--- src/rtl/spawn_slot_scheduler.sv ---
// rtl/spawn_slot_scheduler.sv - paces pooled-object spawns into free slots, round-robin
module spawn_slot_scheduler #(
    parameter int NUM_SLOTS     = 16,
    parameter int PEND_W        = 5,
    parameter int BASE_INTERVAL = 400,
    parameter int MIN_INTERVAL  = 16,
    parameter int FIRST_DELAY   = 100
) (
    input  logic                 clk,
    input  logic                 resetN,
    input  logic                 startOfFrame,
    input  logic                 enable,
    input  logic                 flush,
    input  logic                 add_req,
    input  logic [2:0]           add_count,
    input  logic [2:0]           tree_speed,
    input  logic [NUM_SLOTS-1:0] slot_done,
    output logic [NUM_SLOTS-1:0] deploy,
    output logic [NUM_SLOTS-1:0] busy,
    output logic [PEND_W-1:0]    pending,
    output logic                 blocked
);

    localparam int CNT_MAX = (BASE_INTERVAL > FIRST_DELAY) ? BASE_INTERVAL : FIRST_DELAY;
    localparam int CNT_W   = $clog2(CNT_MAX + 1);
    localparam int PTR_W   = (NUM_SLOTS > 1) ? $clog2(NUM_SLOTS) : 1;
    localparam logic [PEND_W-1:0] PEND_MAX = {PEND_W{1'b1}};

    typedef enum logic [1:0] {IDLE, WAIT, SPAWN, BLOCKED} state_t;

    state_t                 state;
    logic [CNT_W-1:0]       frame_cnt;
    logic [PTR_W-1:0]       ptr;
    logic [CNT_W-1:0]       interval;
    logic [31:0]            shifted;
    logic [PEND_W:0]        pend_sum;
    logic [PEND_W-1:0]      pend_add;
    logic [PEND_W-1:0]      pend_dec;
    logic                   found;
    logic [PTR_W-1:0]       found_idx;
    logic [NUM_SLOTS-1:0]   found_mask;
    logic                   spawn_go;

    always_comb begin
        shifted  = 32'(BASE_INTERVAL) >> tree_speed;
        interval = (shifted < 32'(MIN_INTERVAL)) ? CNT_W'(MIN_INTERVAL) : CNT_W'(shifted);
    end

    always_comb begin
        pend_sum = {1'b0, pending} + (PEND_W+1)'(add_count);
        if (!add_req)
            pend_add = pending;
        else if (pend_sum[PEND_W])
            pend_add = PEND_MAX;
        else
            pend_add = pend_sum[PEND_W-1:0];
        pend_dec = pend_add - PEND_W'(1);
    end

    // Search uses the registered busy map, so a same-cycle slot_done does not free a slot yet.
    always_comb begin
        found     = 1'b0;
        found_idx = '0;
        for (int i = 0; i < NUM_SLOTS; i++) begin
            if (!found && !busy[(int'(ptr) + i) % NUM_SLOTS]) begin
                found     = 1'b1;
                found_idx = PTR_W'((int'(ptr) + i) % NUM_SLOTS);
            end
        end
        found_mask = NUM_SLOTS'(1) << found_idx;
    end

    assign spawn_go = (state == SPAWN) && enable && !flush;

    always_ff @(posedge clk or negedge resetN) begin
        if (!resetN) begin
            state     <= IDLE;
            frame_cnt <= '0;
            ptr       <= '0;
            deploy    <= '0;
            busy      <= '0;
            pending   <= '0;
            blocked   <= 1'b0;
        end else begin
            busy   <= (busy & ~slot_done) | ((spawn_go && found) ? found_mask : '0);
            deploy <= '0;
            if (flush) begin
                state     <= IDLE;
                frame_cnt <= '0;
                pending   <= '0;
                blocked   <= 1'b0;
            end else begin
                pending <= pend_add;
                if (enable) begin
                    case (state)
                        IDLE: begin
                            if (pend_add != '0) begin
                                state     <= WAIT;
                                frame_cnt <= CNT_W'(FIRST_DELAY);
                            end
                        end
                        WAIT: begin
                            if (startOfFrame) begin
                                if (frame_cnt == CNT_W'(1))
                                    state <= SPAWN;
                                else
                                    frame_cnt <= frame_cnt - CNT_W'(1);
                            end
                        end
                        SPAWN: begin
                            if (found) begin
                                deploy  <= found_mask;
                                ptr     <= (found_idx == PTR_W'(NUM_SLOTS - 1)) ? '0 : found_idx + PTR_W'(1);
                                pending <= pend_dec;
                                blocked <= 1'b0;
                                if (pend_dec != '0) begin
                                    state     <= WAIT;
                                    frame_cnt <= interval;
                                end else begin
                                    state <= IDLE;
                                end
                            end else begin
                                blocked <= 1'b1;
                                state   <= BLOCKED;
                            end
                        end
                        BLOCKED: begin
                            if (startOfFrame)
                                state <= SPAWN;
                        end
                        default: state <= IDLE;
                    endcase
                end
            end
        end
    end

endmodule

--- config.mk ---
export PLATFORM = sky130hd
export DESIGN_NAME = spawn_slot_scheduler
export DESIGN_NICKNAME = d
export VERILOG_FILES = /design/src/rtl/spawn_slot_scheduler.sv
export SDC_FILE = /design/constraint.sdc
export NUM_CORES = 1
export LEC_CHECK = 0
export BUFFER_PORTS_ARGS = -buffer_cell sky130_fd_sc_hd__buf_2
export CAP_MARGIN = 20
export CORE_MARGIN = 4
export CORE_UTILIZATION = 58
export CTS_CLUSTER_SIZE = 30
export DETAILED_ROUTE_END_ITERATION = 7
export PLACE_DENSITY_LB_ADDON = 0.1
export SLEW_MARGIN = 25
export SYNTH_ARGS = -nofsm -noshare
export SYNTH_HDL_FRONTEND = slang
export SYNTH_SLANG_ARGS = --single-unit
--- constraint.sdc ---
create_clock -name clk -period 6.3 [get_ports clk]
set_clock_uncertainty 0.1 [all_clocks]
set_input_delay 1.575 -clock clk [delete_from_list [all_inputs] [get_ports clk]]
set_output_delay 1.575 -clock clk [all_outputs]
set_load 0.01 [all_outputs]
* Word level (Yosys, flattened, before mapping)
Index checks and enable logic that the tools add are counted.
** Storage, ports and cells
- Register bits after elaboration :: 53
- Input bits :: 28
- Output and inout bits :: 38
- Logic and storage cells :: 262
** Cells by class
- $add $sub $neg :: 19
- Magnitude comparators :: 17
- Equal/unequal tests :: 12
- Shifts and indexed selects :: 2
- Muxes and demuxes :: 113
- Bitwise gates (word level) :: 19
- Reductions and logical operators :: 73
** Operator list (count)
- < comparator 5 x 6 -> 1 bit (second input constant) :: 15
- two-way mux 16 bit :: 5
- two-way mux 9 bit :: 8
- two-way mux 4 bit :: 17
- binary-select mux 1 bit (select 4 bit) :: 16
- OR reduction 4 bit :: 15
- two-way mux 1 bit :: 52
- adder 4 bit (second input constant) :: 8
- < comparator 32 x 5 -> 1 bit (second input constant) :: 1
- >> shifter 9 x 3 -> 32 bit (first input constant) :: 1
- logical NOT 1 bit :: 30
- two-way mux 5 bit :: 6
- one-hot mux 9 bit (3 select lines) :: 1
- logical AND 1 bit :: 18
- inequality test 3 bit (second input constant) :: 6
- adder 4 x 3 -> 4 bit (second input constant) :: 4
- AND 16 bit :: 1
- inverter 16 bit :: 1
- OR 16 bit :: 1
- << shifter 1 x 4 -> 16 bit (first input constant) :: 1
- AND 1 bit (first input constant) :: 15
- two-way mux 2 bit :: 7
- nonzero test 5 bit :: 2
- equality test 9 x 1 -> 1 bit (second input constant) :: 1
- other kinds (19) :: 23

* Depth between registers and ports, before layout
- Depth after elaboration :: 56
- Depth in mapped cells :: 20
- Depth with buffers taken out :: 15

* Least setup slack after synthesis
Ideal clock, no wire load.
- Path type :: reg-to-reg
- Start point :: register ptr[1]
- End point :: register busy[7]
- Library setup time :: 0.124 ns
- Arrival :: 4.545 ns
- Data required time :: 6.076 ns
- Path slack :: 1.531 ns
- Cell stages (with the launch flop) :: 21
- Path buffers :: 6
- Period minus slack after synthesis :: 4.769 ns
- Cell sequence :: dfrtp_1 buf_2 buf_4 buf_1 inv_1 ha_1 buf_2 buf_2 mux2i_1 mux4_2 or4_4 nand4bb_1 buf_2 a221o_1 o41ai_1 nand2_1 ha_1 ha_1 nand2_1 nor2b_1 o21bai_1
** Between the ends
- Word-level cells in the longest chain between the ends :: 52
- Elaborated cells between the ends (all ways) :: 142
- Classes of those cells :: add/sub: 15; shift: 1; mux: 80; bitwise: 1; reduce/logical: 45
** RTL lines
- start, declared :: RTL line 33 : logic [PTR_W-1:0] ptr;
- start signal, assigned :: RTL line 113 : ptr <= (found_idx == PTR_W'(NUM_SLOTS - 1)) ? '0 : found_idx + PTR_W'(1);
- adder 4 x 1 -> 4 bit :: RTL line 65, 67
- binary-select mux 1 bit (select 4 bit) :: RTL line 65 : if (!found && !busy[(int'(ptr) + i) % NUM_SLOTS]) begin
- two-way mux 1 bit (not written as such) (2 in series) :: RTL line 65
- logical NOT 1 bit :: RTL line 65
- logical AND 1 bit :: RTL line 65
- two-way mux 1 bit :: RTL line 65
- logical NOT 1 bit :: RTL line 65
- logical AND 1 bit :: RTL line 65
- [... 35 more ...]
- logical AND 1 bit :: RTL line 65
- two-way mux 1 bit :: RTL line 65
- logical NOT 1 bit :: RTL line 65
- logical AND 1 bit :: RTL line 65
- two-way mux 4 bit or two-way mux 1 bit (tied branches) :: RTL line 65
- << shifter 1 x 4 -> 16 bit or logical AND 1 bit (tied branches) :: RTL line 70, 85
- two-way mux 16 bit * :: RTL line 85 : busy <= (busy & ~slot_done) | ((spawn_go && found) ? found_mask : '0);
- OR 16 bit * :: RTL line 85
- end signal, assigned :: RTL line 85
- end, declared :: RTL line 19 : output logic [NUM_SLOTS-1:0] busy,
Every way passes the cells marked *; elsewhere a longest branch is shown, timed or not. The select of a mux whose other input is x is not followed.
A chain may end at the register's enable or synchronous reset.

* Worst setup path in the final report
- Start point :: register ptr[2]
- End point :: register ptr[0]
** Between the ends
- Word-level cells in the longest chain between the ends :: 51
- Elaborated cells between the ends (all ways) :: 142
- Classes of those cells :: add/sub: 16; eq/ne: 1; mux: 80; reduce/logical: 45
** RTL lines (RTL line)
- adder 4 x 1 -> 4 bit :: 65, 67
- binary-select mux 1 bit (select 4 bit) :: 65
- two-way mux 1 bit (not written as such) (2 in series) :: 65
- logical NOT 1 bit :: 65
- logical AND 1 bit :: 65
- two-way mux 1 bit :: 65
- logical NOT 1 bit :: 65
- logical AND 1 bit :: 65
- [... 34 more ...]
- logical NOT 1 bit :: 65
- logical AND 1 bit :: 65
- two-way mux 1 bit :: 65
- logical NOT 1 bit :: 65
- logical AND 1 bit :: 65
- two-way mux 4 bit :: 65
- adder 4 x 1 -> 4 bit or equality test 4 bit (tied branches) :: 113
- two-way mux 4 bit :: 113
Parallel ways exist; a longest one is shown, timed or not. The select of a mux whose other input is x is not followed.

==> run summary <==
The flow ran to the end, and the final reports show no timing, DRC or antenna violations. After synthesis, the largest family of logic cells by area is multiplexers. The yosys synthesis warning count came out at 0. Once detail routing completed, the nets flagged for antenna violations numbered 0. The height of the chip came out at 105.4 um.

The overall track demand over capacity in global routing is 0.2963, and the count of boundary I/O pins is 66. The commonest register cell after synthesis is sky130_fd_sc_hd__dfrtp_1. The relative area change from synthesis to final layout was 8.711%; the fraction of synthesized area in multiplexers was 0.2181. The adder and majority cell fraction of the synthesized area was 0.06732; the time the final worst path needs with I/O delays and setup was 5.010 ns. Final hold analysis gives a worst-case slack of 0.4326 ns.

The number of H-tree levels came out at 2. The tools report the count of cells resized by post-cts repair as 0. For the maximum number of pins on one net before global-route repair, the log shows 54.

The cell seen most often among critical-path stages is sky130_fd_sc_hd__ha_1. Total power for the finished layout comes to 2.103 mW. The tools report the buffer levels on the longest clock path as 2.

In the final layout, flip-flops and latches occupy 1328 um2. Kind of critical path: reg2reg. The xor/xnor cell area share of the yosys netlist came out at 0.03320. In the routed design, unresolved DRC markers number 0. The worst setup path is captured at a register. The run gives 0.2411 as the share of the yosys chip area belonging to registers.

The number of max-capacitance violations reported was 0. The clock-pin slew on the worst setup and hold paths works out to 0.09 ns. Data on the critical path arrives at its endpoint at 5.07 ns. The critical path goes through clkinv_1, ha_1, a21boi_2, xnor2_1, mux4_2, or4_4, nand4bb_1, o221ai_1, o32ai_1, nand2_1, ha_1, inv_1, nor3b_1, o22ai_1. The area fraction in compound gates after synthesis is 0.1806, and the initial standard-cell utilization of the core is 0.5954. The power per standard cell area works out to 351.7 nW/um2. The tools report the total of hold buffers inserted after clock tree synthesis as 0. Using the TritonRoute via totals, the vias-per-cell ratio works out to 6.517.

The first global-routing pass estimated 26400 um of wire. The worst hold path cell count works out to 2. The slowest stage of the critical path belongs to the cell sky130_fd_sc_hd__or4_4. The number of library cell types mapped by synthesis was 85; the routed wire length was 16390 um. The worst hold path terminates at blocked$_DFFE_PN0P_. In this run the most critical hold path is launched from blocked$_DFFE_PN0P_. Fill cells in the final layout number 782. The maximum single-stage delay on the critical path came out at 0.51 ns.

The share of layout cells above drive strength 1 works out to 0.2364. The number of cells on the worst reg-to-reg path was 14; the number of rows created at floorplan was 35. Yosys mapped a number of flops with a built-in enable equal to 0. Synthesis produced 612 cells.

Setup violations remaining at the end of the flow were counted as 0. The die covers 11110 um2. Static timing analysis puts the maximum clock frequency at 199.6 MHz. The analysis attributes to cell leakage a power of 2.583 nW. The tools report the kind of start point of the critical path as a register. The final hold violation count is 0, and the insertion delay of the later-clocked pin in the worst-skew pair is 0.31 ns. Async set-reset flop share out of synthesis: 1.000. The worst path required time was 6.36 ns; the average footprint of a synthesized cell was 8.989 um2. The logs give 9240 um2 for the core area and 0 for the number of antenna diodes. In the final design database the tool counted 717 nets. Routability-driven placement finished with a final weighted congestion of 0.9737.

For this run the aggregate overflow at the end of global routing stands at 0. TritonCTS built the clock tree. The final critical-path share of the clock period was 0.7952; the width of the die was 105.4 um. The worst max-slew margin expressed relative to the limit was 0.4736. The first TritonRoute pass finished after 5 iterations. The run gives 5142 as the total vias in the final route. The run gives 399 as the starting DRC count in detailed routing.

The setup check on the worst reg-to-reg path leaves a slack of 1.29 ns. For the pin with the worst max-slew slack, the measured transition is 0.7676 ns. The buffer count from post-CTS setup fixing was 0; the number of port buffers was 65. Root buffer selected by CTS: sky130_fd_sc_hd__clkbuf_8. The number of nets handed over by synthesis was 669.

The min-delay analysis places its worst path in the category reg2reg. The run gives 166.0 uV as the worst IR drop on VDD. After synthesis the netlist holds a flip-flop and latch count of 53. For the final routed database, the setup TNS stands at 0 ns.

Of all nets on the critical path, the largest fanout is 11. The clock drives 53 sinks. The worst register-to-register path begins at ptr[2]$_DFFE_PN0P_. Summed over all nets, the half-perimeter wirelength after detailed placement is 12650 um. Via count of the first global-routing pass: 5099.

Number of antenna violations at the first check in global routing: 1. Area of combinational cells with multiple inputs: 3860 um2. Setup repair after global routing left no endpoint under its margin. Dividing the detail-routed wire length by the instance count gives 20.77 um. The simple-gate share of the synthesized area was 0.2015; the total standard cell area after synthesis was 5502 um2.

The count of final max-slew check failures came out at 0. The endpoint of the worst register-to-register path is ptr[0]$_DFFE_PN0P_. In this run, CTS created clock tree buffers numbering 5.
per-stage QoR:
step	std cells	setup slack, ns	instance area (um2)	util
finish	789	1.290	5981	0.6473
global placement	782	1.355	5867	0.6349
CTS	789	1.344	5974	0.6466
global route	789	0.8879	5981	0.6473
floorplan	612	1.531	5502	-
detailed placement	782	1.355	5867	0.6349
critical path, delay by kind of cell, from the launching register on:
kind            cells  cell delay, ns
compound gates      4            0.96
xor+xnor            1            0.44
mux                 1            0.45
flops               1            0.36
fa+ha+maj           2            0.61
buf+inv             2            0.45
simple gates        4            1.48
cells by family after synthesis:
| family | count (synthesis) |
|---|---|
| and+or+nand+nor | 217 |
| AOI/OAI and AO/OA | 142 |
| DFF | 53 |
| muxes | 83 |
| buffers and inverters | 71 |
| xor gates and xnor gates | 17 |
| adders and majority gates | 29 |
placed cells by master, fill, tap and decap left out, drive strengths merged, types with 6 or more instances in the layout:
master / n
nand4: 6
nor4: 7
a21oi: 23
nand2: 58
mux2: 22
dfrtp: 53
xnor2: 12
o21ai: 25
ha: 28
mux2i: 35
nor2: 48
nand2b: 9
nor2b: 15
buf: 71
or2: 8
nand3: 23
nor3: 20
a21o: 6
inv: 41
o22ai: 22
o31ai: 10
mux4: 26
report_power, final:
group	internal [mW]	total, mW	switching (mW)
registers	0.371	0.431	0.0597
logic	0.548	1.44	0.892
clock network	0.118	0.232	0.114
total	1.04	2.10	1.07
per-layer routing:
layer / vias to the layer above / GRT usage / part of all wire
li1: 2376 / - / -
met5: - / 0 / 0.00043
met3: 46 / 0.04776 / 0.072
met1: 2488 / 0.3898 / 0.41
met2: 230 / 0.4854 / 0.48
met4: 2 / 0.1237 / 0.039
worst max path at each step:
stage,from,endpoint,slack [ns],depth (start not counted)
floorplan,ptr[1]$_DFFE_PN0P_,busy[7]$_DFF_PN0_,1.53,20
global placement,ptr[2]$_DFFE_PN0P_,busy[7]$_DFF_PN0_,1.36,14
detailed placement,ptr[2]$_DFFE_PN0P_,busy[7]$_DFF_PN0_,1.36,14
CTS,ptr[2]$_DFFE_PN0P_,busy[7]$_DFF_PN0_,1.34,14
global route,ptr[2]$_DFFE_PN0P_,ptr[0]$_DFFE_PN0P_,0.89,14
finish,ptr[2]$_DFFE_PN0P_,ptr[0]$_DFFE_PN0P_,1.29,14
synthesized netlist by cell type, types with 3 or more instances:
cell / count / area share
sky130_fd_sc_hd__clkbuf_1: 9 / 0.0061
sky130_fd_sc_hd__a22oi_1: 3 / 0.0041
sky130_fd_sc_hd__inv_1: 37 / 0.025
sky130_fd_sc_hd__a211oi_1: 4 / 0.0055
sky130_fd_sc_hd__buf_2: 13 / 0.012
sky130_fd_sc_hd__o22ai_2: 3 / 0.0068
sky130_fd_sc_hd__mux2_2: 18 / 0.037
sky130_fd_sc_hd__a21boi_0: 3 / 0.0041
sky130_fd_sc_hd__nand2b_1: 9 / 0.010
sky130_fd_sc_hd__nand2_1: 58 / 0.040
sky130_fd_sc_hd__a21o_1: 6 / 0.0082
sky130_fd_sc_hd__nand4_1: 6 / 0.0068
sky130_fd_sc_hd__and3_1: 3 / 0.0034
sky130_fd_sc_hd__o211ai_1: 5 / 0.0068
sky130_fd_sc_hd__inv_2: 3 / 0.0020
sky130_fd_sc_hd__o31ai_1: 10 / 0.014
sky130_fd_sc_hd__xor2_1: 4 / 0.0064
sky130_fd_sc_hd__and4_1: 3 / 0.0048
sky130_fd_sc_hd__dfrtp_1: 53 / 0.24
sky130_fd_sc_hd__a31oi_1: 4 / 0.0045
sky130_fd_sc_hd__nor2_2: 3 / 0.0034
sky130_fd_sc_hd__nor2b_1: 15 / 0.017
sky130_fd_sc_hd__nor2_1: 45 / 0.031
sky130_fd_sc_hd__ha_1: 28 / 0.064
sky130_fd_sc_hd__nor3_1: 19 / 0.017
sky130_fd_sc_hd__a21oi_1: 22 / 0.020
sky130_fd_sc_hd__o221ai_1: 5 / 0.0080
sky130_fd_sc_hd__or3_1: 3 / 0.0034
sky130_fd_sc_hd__xnor2_1: 10 / 0.016
sky130_fd_sc_hd__buf_6: 3 / 0.0061
sky130_fd_sc_hd__buf_4: 4 / 0.0055
sky130_fd_sc_hd__o21bai_1: 3 / 0.0041
sky130_fd_sc_hd__nor3b_1: 5 / 0.0068
sky130_fd_sc_hd__o21ai_1: 8 / 0.0073
sky130_fd_sc_hd__o21ai_0: 16 / 0.015
sky130_fd_sc_hd__mux2_1: 4 / 0.0082
sky130_fd_sc_hd__mux2i_1: 33 / 0.060
sky130_fd_sc_hd__nand3_1: 23 / 0.021
sky130_fd_sc_hd__nor4_1: 5 / 0.0057
sky130_fd_sc_hd__o22ai_1: 19 / 0.022
sky130_fd_sc_hd__mux4_2: 26 / 0.11
sky130_fd_sc_hd__or2_2: 6 / 0.0068
state kept, by name, summed over array words and instances (netlist names):
name and cells:
blocked 1, busy 16, deploy 16, frame_cnt 9, pending 5, ptr 4, state 2
area by class of cell:
type / instances / share of cell area
multi-input cells: 488 / 0.6454
clock inverters: 2 / 0.006485
repair buffers: 71 / 0.06192
clock buffers: 5 / 0.01151
well taps: 129 / 0.02699
inverters: 41 / 0.02573
flip-flops and latches: 53 / 0.2220
Power figures use the tool's default switching activity.
